[src/rtl/load_unit.sv]
// Assembles pairs of received UART bytes (high byte first) into memory words and writes them sequentially.
// Optional inter-byte timeout abort is enabled by defining LOAD_UNIT_TIMEOUT_EN.
module load_unit #(
    parameter int                          ADDR_SIZE         = 13,
    parameter int                          IAGC_STATUS_SIZE  = 4,
    parameter int                          SAMPLER_DATA_SIZE = 16,
    parameter int                          UART_DATA_SIZE    = 8,
    parameter logic [IAGC_STATUS_SIZE-1:0] LOAD_STATUS       = 4'd7,
    parameter int                          TIMEOUT_CYCLES    = 1000000
) (
    input  logic                         i_clock,
    input  logic                         i_reset_n,
    input  logic [IAGC_STATUS_SIZE-1:0]  i_iagc_status,
    input  logic [ADDR_SIZE-1:0]         i_memory_size,
    input  logic [UART_DATA_SIZE-1:0]    i_data,
    input  logic                         i_valid,
    output logic [SAMPLER_DATA_SIZE-1:0] o_data,
    output logic [ADDR_SIZE-1:0]         o_addr,
    output logic                         o_wen,
    output logic                         o_end,
    output logic                         o_error
);

    typedef enum logic [2:0] {
        IDLE    = 3'd0,
        WAIT_HI = 3'd1,
        WAIT_LO = 3'd2,
        WRITE   = 3'd3,
        DONE    = 3'd4
    } state_t;

    state_t                       state;
    logic [ADDR_SIZE-1:0]         count;
    logic [ADDR_SIZE-1:0]         size_reg;
    logic [SAMPLER_DATA_SIZE-1:0] word;
    logic                         in_load;
    logic                         in_wait;
    logic                         timeout_hit;

    assign in_load = (i_iagc_status == LOAD_STATUS);
    assign in_wait = (state == WAIT_HI) || (state == WAIT_LO);

`ifdef LOAD_UNIT_TIMEOUT_EN
    localparam int TIMER_W = $clog2(TIMEOUT_CYCLES + 1);
    localparam logic [TIMER_W-1:0] TIMEOUT_LAST = TIMER_W'(TIMEOUT_CYCLES - 1);

    logic [TIMER_W-1:0] timer;

    // Timer only runs while waiting for a byte; any received byte restarts it.
    always_ff @(posedge i_clock) begin
        if (!i_reset_n) begin
            timer <= '0;
        end else if (!in_wait || i_valid) begin
            timer <= '0;
        end else begin
            timer <= timer + 1'b1;
        end
    end

    assign timeout_hit = in_wait && !i_valid && (timer == TIMEOUT_LAST);

    // Error is sticky until the FSM drops back to IDLE on a status change.
    always_ff @(posedge i_clock) begin
        if (!i_reset_n) begin
            o_error <= 1'b0;
        end else if ((state != IDLE) && !in_load) begin
            o_error <= 1'b0;
        end else if (timeout_hit) begin
            o_error <= 1'b1;
        end
    end
`else
    assign timeout_hit = 1'b0;
    assign o_error     = 1'b0;
`endif

    always_ff @(posedge i_clock) begin
        if (!i_reset_n) begin
            state    <= IDLE;
            count    <= '0;
            size_reg <= '0;
            word     <= '0;
            o_data   <= '0;
            o_addr   <= '0;
            o_wen    <= 1'b0;
            o_end    <= 1'b0;
        end else begin
            o_wen <= 1'b0;
            o_end <= 1'b0;
            if (state == IDLE) begin
                if (in_load) begin
                    count    <= '0;
                    word     <= '0;
                    size_reg <= i_memory_size;
                    if (i_memory_size == '0) begin
                        state <= DONE;
                        o_end <= 1'b1;
                    end else begin
                        state <= WAIT_HI;
                    end
                end
            end else if (!in_load) begin
                // Status change aborts from any active state, dropping any partial word.
                state <= IDLE;
                count <= '0;
                word  <= '0;
            end else begin
                case (state)
                    WAIT_HI: begin
                        if (i_valid) begin
                            word[SAMPLER_DATA_SIZE-1:UART_DATA_SIZE] <= i_data;
                            state <= WAIT_LO;
                        end else if (timeout_hit) begin
                            state <= DONE;
                        end
                    end
                    WAIT_LO: begin
                        if (i_valid) begin
                            word[UART_DATA_SIZE-1:0] <= i_data;
                            o_data <= {word[SAMPLER_DATA_SIZE-1:UART_DATA_SIZE], i_data};
                            o_addr <= count;
                            o_wen  <= 1'b1;
                            state  <= WRITE;
                        end else if (timeout_hit) begin
                            state <= DONE;
                        end
                    end
                    WRITE: begin
                        count <= count + 1'b1;
                        if ((count + 1'b1) == size_reg) begin
                            state <= DONE;
                            o_end <= 1'b1;
                        end else begin
                            state <= WAIT_HI;
                        end
                    end
                    default: begin
                        state <= DONE;
                    end
                endcase
            end
        end
    end

endmodule

[config.mk]
export PLATFORM = sky130hd
export DESIGN_NAME = load_unit
export DESIGN_NICKNAME = d
export VERILOG_FILES = /design/src/rtl/load_unit.sv
export SDC_FILE = /design/constraint.sdc
export NUM_CORES = 1
export LEC_CHECK = 0
export ABC_AREA = 1
export BUFFER_PORTS_ARGS = -buffer_cell sky130_fd_sc_hd__buf_2
export CORE_ASPECT_RATIO = 1.2
export CORE_MARGIN = 8
export CORE_UTILIZATION = 55
export CTS_CLUSTER_SIZE = 16
export DETAILED_ROUTE_END_ITERATION = 10
export PLACE_DENSITY = 0.79
export SLEW_MARGIN = 20
export SYNTH_ARGS = -nofsm -noshare
export SYNTH_HDL_FRONTEND = slang
export SYNTH_SLANG_ARGS = --single-unit
[constraint.sdc]
create_clock -name i_clock -period 2.1 [get_ports i_clock]
set_clock_uncertainty 0.15 [all_clocks]
set_input_delay 0.21 -clock i_clock [delete_from_list [all_inputs] [get_ports i_clock]]
set_output_delay 0.21 -clock i_clock [all_outputs]
set_load 0.02 [all_outputs]
# == Word level (Yosys, flattened, before mapping) ==
# Cells that the tools add are included.
# W data, S select, Z words.
# op_classes
n_addsub,1
n_eq_ne,11
n_mux,25
bitwise_logic,4
reduce_logical,8
# ops
cell,n
$mux W13,4
$mux W16,3
$mux W8,3
$mux W3,7
$add A13 B1 Y13 const B,1
$eq A13 B13 Y1,1
$logic_not A13 Y1,1
$pmux W3 S3,1
$ne A4 B3 Y1 const B,2
$mux W1,7
$eq A3 B2 Y1 const B,2
$ne A3 B1 Y1 const B,2
$reduce_and A3 Y1,2
$eq A4 B3 Y1 const B,1
$not A1 Y1,4
$reduce_and A2 Y1,2
$reduce_and A4 Y1,1
$reduce_or A4 Y1,1
$eq A3 B1 Y1 const B,1
$logic_not A3 Y1,1
$ne A3 B2 Y1 const B,1
$ne A2 B2 Y1 const B,1
# word_totals
regBits,68
inputBits,28
out_inout_bits,32
elab_cells,57

# == Depth between registers and ports, before layout ==
# Gate-level depths: netlist of run 1.
# depth
ltp_word,6
ltp_mapped,15
mapped_depth_nobuf,15

# == Worst setup path after synthesis of run 1 ==
# Ideal clock, no wire load.
# synth_timing
path_type,reg2reg
start,register count[0]
end,register state[0]
setup_ns,0.119
arrival_time_ns,1.562
t_required_ns,1.831
setup_slack_ns,0.269
path_stages_with_launch,15
path_buffers,0
synth_period_minus_slack_ns,1.831
cell_sequence,dfxtp_1 -> ha_1 -> nand2_2 -> nor2_2 -> nand2_1 -> nand2_2 -> nand2_1 -> nand2_1 -> nand2_1 -> nor2_1 -> nand3_1 -> o21bai_1 -> nand2_1 -> nand2_1 -> a21oi_1
# synth_via
elab_chain_cells,6
# synth_lines
item,line,text
from (decl),33,logic [ADDR_SIZE-1:0] count;
from (signal assigned),129,count <= count + 1'b1;
$add A13 B1 Y13,130,if ((count + 1'b1) == size_reg) begin
$eq A13 B13 Y1,130,
$mux W3,130,
$pmux W3 S3,108,case (state)
$mux W3,102,end else if (!in_load) begin
$mux W3,90,if (state == IDLE) begin
to (signal assigned),104,state <= IDLE;
to (signal assigned),112,state <= WAIT_LO;
to (signal assigned),131,state <= DONE;
to (decl),32,state_t state;
# No other way between the ends.
# A chain may end at the register's enable or synchronous reset.

# == Worst setup path in the final report of run 1 ==
# layout_timing
start,register count[0]
end,register state[2]
# The elaborated chain is that of the path after synthesis.

==> results_dict.tcl, run 1 <==
set metrics [dict create \
    drc 0 \
    placeableCoreArea_um2 5930 \
    slew_violations 0 \
    synthesis.area_um2 3310 \
    worst-path-max-fanout 8 \
    cts_setup_buffers 0 \
    clk_pin_slew_ps 80 \
    grt_overflow 0 \
    route.antenna.remaining_nets 0 \
    placement.io_buffers 58 \
    clkSinkCount 68 \
    grt_antenna_before_repair 0 \
    min_from "i_memory_size[9]" \
    synth-seq-cells 68 \
    detailedPlace.worstSlack_ps 71.0 \
    vias_per_cell 5.23 \
    synth.yosys.seq_area_share_pct 41.1 \
    startpoint_types "register" \
    most-common-layout-cells "sky130_fd_sc_hd__nand2_1, sky130_fd_sc_hd__dfxtp_1, sky130_fd_sc_hd__inv_1" \
    timing.final.crit_period_ps 1960 \
    synth-warning-count 0 \
    cp_slowest_stage_delay_ps 360 \
    postSynthNetCount 498 \
    largest_register_ffs 16 \
    num-fill-cells 506 \
    worstSetupPathType "register to register" \
    cts.path.max_buffers 2 \
    ctsRootBufferMaster "sky130_fd_sc_hd__clkbuf_8" \
    cp.required_ps 2240 \
    synth.avg_cell_area_um2 7.06 \
    yosysUniqueCellTypes 37 \
    initialDrtViolationCount 130 \
    status "complete, no violations" \
    fin_crit_sh_pct 93.5 \
    syn_to_final_growth_pct 24.1 \
    worst_pin_slew_ps 538 \
    cts_buffers 9 \
    htree_levels 3 \
    largest-register "o_data" \
    layout.cells.most_common "sky130_fd_sc_hd__nand2_1" \
    clock_tree_from_tritoncts "built" \
    number_of_cells_in_the_finished_layout_apart_from_fillers 634 \
    grt_util_all_layers_pct 21.3 \
    holdCritPathClass "input port to register" \
    grt_start_max_net_pins 59 \
    drive_above_1_share_pct 22.1 \
    syn-instance-count 469 \
    maxCapViolations 0 \
    dr_total_vias 3316 \
    power-per-cell-area_nw_per_um2 715 \
    fin_nets 575 \
    r2r_start "count[0]" \
    unrepaired_setup_endpoints_after_global_routing "yes" \
    die_area_um2 8770 \
    dp_hpwl_um 6340 \
    p_seq_share_pct 46.4 \
    detailed_place.area_um2 3710 \
    initial_utilization_pct 55.8 \
    chipWidth_um 86.8 \
    timing.final.setup_violations 0 \
    finalWorstSetupSlack_ps 136 \
    placedCellCount 600 \
    swShare_pct 30.0 \
    first_pass_grt_wire_length_um 14600 \
    slew_headroom_pct 64.1 \
    crit_slowest_cell "sky130_fd_sc_hd__dfxtp_2" \
    io_pins 60 \
    hold_viol 0 \
    clock_latency_ps 350 \
    first_global_vias 3288 \
    routedWlPerCell_um 14.2 \
    fmax_mhz 509 \
    finalInstanceArea_um2 4110 \
    internal_power_w 0.00206 \
    drt-total-wl_um 8980 \
    worstPathCellList "ha_2, nand2_4, nor2_4, nand3_1, nand2_1, nand2_1, inv_1, nor2_1, nor2_2, nand4_2, nand2_1, nand2_1, a21oi_2" \
    globalplace.congestion 0.957 \
    timing.critical_path.from "count[0]" \
    die_height_um 101 \
    vdd.ir_drop.worst_uv 763 \
    wp_data_arrival_ps 2110 \
    end_kind "register" \
    layout.core_utilization_pct 69.3 \
    placement_rows 31 \
    power.share.clock_pct 37.2 \
    crit_top_cell "sky130_fd_sc_hd__nand2_1" \
    drt_first_pass_iters 4 \
    combPwrFrac_pct 16.5 \
    leakagePower_nw 1.89 \
    power.switching_w 0.000881 \
]
-- power by group through the flow --
| stage | logic [W] | clock network (W) | registers (W) |
|---|---|---|---|
| 5_1_grt | 0.000542 | 0.00115 | 0.00137 |
| 6_report | 0.000484 | 0.00109 | 0.00136 |
| 4_1_cts | 0.000476 | 0.00111 | 0.00136 |
| 3_5_place_dp | 0.000451 | 0 | 0.00139 |
| 2_1_floorplan | 0.000320 | 0 | 0.00138 |
| 3_3_place_gp | 0.000440 | 0 | 0.00139 |
-- layout make-up --
type / instances / area, um2 / area share [%]
clock inverters: 7 / 75.1 / 1.83
clock buffers: 9 / 124 / 3.01
inverters: 63 / 240 / 5.84
flip-flops and latches: 68 / 1370 / 33.3
diodes: 1 / 2.50 / 0.0609
repair inverters: 1 / 7.51 / 0.183
multi-input cells: 320 / 1660 / 40.4
well taps: 82 / 103 / 2.50
repair buffers: 83 / 531 / 12.9
-- cell usage after synthesis, drive strengths merged --
cell	instances	area, um2
o21bai	1	7.51
nand2	94	380
nand3	34	185
nor4	2	12.5
o21a	1	7.51
inv	63	236
nand3b	5	37.5
conb	1	3.75
nor3	3	31.3
ha	1	12.5
xnor3	1	22.5
xnor2	1	8.76
xor2	1	8.76
nand4	5	37.5
a21oi	53	269
o22ai	8	50.1
and3	2	12.5
dfxtp	68	1360
a32o	1	10.0
o21ai	49	245
nor2	57	290
buf	8	43.8
clkbuf	10	37.5
-- critical path, delay by kind of cell (launching register included) --
| family | cells | cell delay, ps |
|---|---|---|
| and+or+nand+nor | 10 | 940 |
| DFF | 1 | 360 |
| adders and majority gates | 1 | 210 |
| buffers and inverters | 1 | 130 |
| AOI/OAI and AO/OA | 1 | 110 |
-- metrics by stage --
step	total power (W)	hold slack [ps]	setup TNS (ps)
2_1_floorplan	0.00170	195	0
3_3_place_gp	0.00183	295	0
3_5_place_dp	0.00184	296	0
4_1_cts	0.00295	6.15	0
5_1_grt	0.00305	69.4	-12.4
6_report	0.00294	16.1	0
-- cell families after synthesis --
kind of cell | count (synthesis) | share of synthesized area, %
flops | 68 | 41.1
other cells | 1 | 0.113
xor+xnor | 3 | 1.21
compound gates | 113 | 17.8
buf+inv | 81 | 9.60
fa+ha+maj | 1 | 0.378
simple gates | 202 | 29.8
-- per-layer routing --
metal,track usage [%],vias to the layer above,share of wire [%]
met3,5.79,21,4.2
met4,11.4,0,2.9
li1,-,1678,-
met1,22.4,1546,39
met5,0,-,0
met2,37.4,71,54
-- timing repair --
action	CTS	global route
hold buffers	16	0
endpoints found under the setup margin	0	10
endpoints found under the hold margin	16	0
resized for setup	0	12
-- path summary, 6_finish.rpt --
check	slack, ps	end	cells after the start
hold reg to reg	310	o_data[15]	2
setup reg to reg	140	state[2]	13
setup / recovery	140	state[2]	13
hold / removal	20	size_reg[9]	3
Power figures use the tool's default switching activity.
==> run 2, diff against run 1 <==
--- a/config.mk
+++ b/config.mk
@@ -6,13 +6,12 @@
 export NUM_CORES = 1
 export LEC_CHECK = 0
 export ABC_AREA = 1
-export BUFFER_PORTS_ARGS = -buffer_cell sky130_fd_sc_hd__buf_2
 export CORE_ASPECT_RATIO = 1.2
-export CORE_MARGIN = 8
-export CORE_UTILIZATION = 55
+export CORE_UTILIZATION = 60
 export CTS_CLUSTER_SIZE = 16
 export DETAILED_ROUTE_END_ITERATION = 10
-export PLACE_DENSITY = 0.79
+export DONT_BUFFER_PORTS = 1
+export PLACE_DENSITY = 0.76
 export SLEW_MARGIN = 20
 export SYNTH_ARGS = -nofsm -noshare
 export SYNTH_HDL_FRONTEND = slang
==> run 2 against run 1 <==
Compared with the run above: worst hold slack improved by 7.3 ps; sequential power about the same; clock-buffer cell count increased by 2; utilization increased by 4.3 points; final area decreased by 5.2%; first-iteration DRC count increased by 28%; combinational power decreased by 1%.
==> results_dict.tcl, run 2 (same netlist as run 1, synthesis figures left out) <==
set metrics [dict create \
    status "complete, no violations" \
    die_height_um 83.4 \
    worst_pin_slew_ps 628 \
    most-common-layout-cells "sky130_fd_sc_hd__nand2_1, sky130_fd_sc_hd__dfxtp_1, sky130_fd_sc_hd__inv_1" \
    antenna_cells_inserted 0 \
    chipWidth_um 69.8 \
    drt_first_pass_iters 6 \
    power-per-cell-area_nw_per_um2 724 \
    worstSetupPathType "register to register" \
    grt_antenna_before_repair 0 \
    first_global_vias 2981 \
    placement_rows 29 \
    placement.io_buffers 0 \
    holdCritPathClass "input port to register" \
    startpoint_types "register" \
    drc 0 \
    timing.final.crit_period_ps 1910 \
    syn_to_final_growth_pct 17.6 \
    combined_area_of_the_multi_input_logic_cells_um2 1690 \
    layout.core_utilization_pct 73.5 \
    ctsRootBufferMaster "sky130_fd_sc_hd__clkbuf_8" \
    initial_utilization_pct 62.5 \
    leakagePower_nw 1.67 \
    layout.cells.most_common "sky130_fd_sc_hd__nand2_1" \
    slew_violations 0 \
    vdd.ir_drop.worst_uv 597 \
    initialDrtViolationCount 166 \
    grt_overflow 0 \
    ff_to_ff_setup_slack_ps 190 \
    worst-path-max-fanout 8 \
    fmax_mhz 522 \
    finalSetupTns_ps 0 \
    dp_hpwl_um 5910 \
    route.antenna.remaining_nets 0 \
    clkSinkCount 68 \
    cts.path.max_buffers 2 \
    final-seq-area_um2 1370 \
    dr_total_vias 3171 \
    globalplace.congestion 0.915 \
    wp_data_arrival_ps 2000 \
    fin_crit_sh_pct 91.2 \
    placeableCoreArea_um2 5300 \
    first_pass_grt_wire_length_um 14100 \
    clock_tree_from_tritoncts "built" \
    htree_levels 3 \
    unrepaired_setup_endpoints_after_global_routing "no" \
    die_area_um2 5820 \
    maxCapViolations 0 \
    cts_buffers 9 \
    clock_latency_ps 350 \
    grt_start_max_net_pins 47 \
    clk_pin_slew_ps 70 \
    placedCellCount 523 \
    num-fill-cells 440 \
    hold_viol 0 \
    slew_headroom_pct 58.1 \
    grt_util_all_layers_pct 31.2 \
    number_of_cells_in_the_finished_layout_apart_from_fillers 564 \
    largest_register_ffs 16 \
    routedWlPerCell_um 15.4 \
    drt-total-wl_um 8710 \
    largest-register "o_data" \
    vias_per_cell 5.62 \
    cp.required_ps 2190 \
    end_kind "register" \
    io_pins 60 \
    timing.final.setup_violations 0 \
    drive_above_1_share_pct 14.7 \
    fin_nets 527 \
]
run 2: repair_timing:
action                                  in CTS  in global routing
endpoints found under the setup margin       0                  5
endpoints found under the hold margin       54                  0
buffers inserted                             0                  4
resized for setup                            0                 18
hold buffers                                22                  0
run 2: power by group:
| group | total [W] | internal (W) | switching (W) | leakage (nW) |
|---|---|---|---|---|
| clock | 0.000983 | 0.000482 | 0.000501 | 0.0872 |
| sequential | 0.00136 | 0.00132 | 0.0000423 | 0.552 |
| combinational | 0.000477 | 0.000179 | 0.000298 | 1.03 |
run 2: worst max-delay path, stage by stage (launching register included):
cell	delay (ps)
sky130_fd_sc_hd__dfxtp_2	380
sky130_fd_sc_hd__ha_4	170
sky130_fd_sc_hd__nand2_4	100
sky130_fd_sc_hd__nor2_4	140
sky130_fd_sc_hd__nand2_1	90
sky130_fd_sc_hd__nand2_2	80
sky130_fd_sc_hd__nand2_1	60
sky130_fd_sc_hd__nand2_1	60
sky130_fd_sc_hd__nand2_1	50
sky130_fd_sc_hd__nor2_1	140
sky130_fd_sc_hd__nand3_1	90
sky130_fd_sc_hd__o21bai_1	130
sky130_fd_sc_hd__nand2_1	60
sky130_fd_sc_hd__nand2_1	50
sky130_fd_sc_hd__a21oi_1	50
run 2: cell type report:
class | instances | share of cell area [%]
clock inverters | 4 | 0.642
flip-flops and latches | 68 | 35.2
inverters | 63 | 6.07
well taps | 62 | 1.99
clock buffers | 11 | 3.89
repair buffers | 36 | 8.93
multi-input cells | 320 | 43.3
run 2: stage by stage:
step | hold slack [ps] | power (W) | setup WS (ps) | area (um2)
global placement | 169 | 0.00180 | 107 | 3400
finish | 23.4 | 0.00282 | 186 | 3900
detailed placement | 178 | 0.00181 | 40.6 | 3400
global route | 47.5 | 0.00293 | 0.415 | 3900
CTS | 15.6 | 0.00283 | 31.2 | 3810
floorplan | 195 | 0.00170 | 269 | 3310
run 2: routing by layer:
layer  part of all wire, %  global-route usage, %  up-vias
met2                    51                   54.0      110
met1                    40                   35.4     1455
met5                     0                      0        -
li1                      -                      -     1576
met3                   4.9                   6.07       30
met4                   4.2                   17.5        0
run 2: worst paths after layout:
kind | end | depth (start not counted) | startpoint
max | state[0] | 14 | count[0]
min | state[1] | 3 | i_reset_n
max reg2reg | state[0] | 14 | count[0]
min reg2reg | o_data[12] | 2 | word[12]
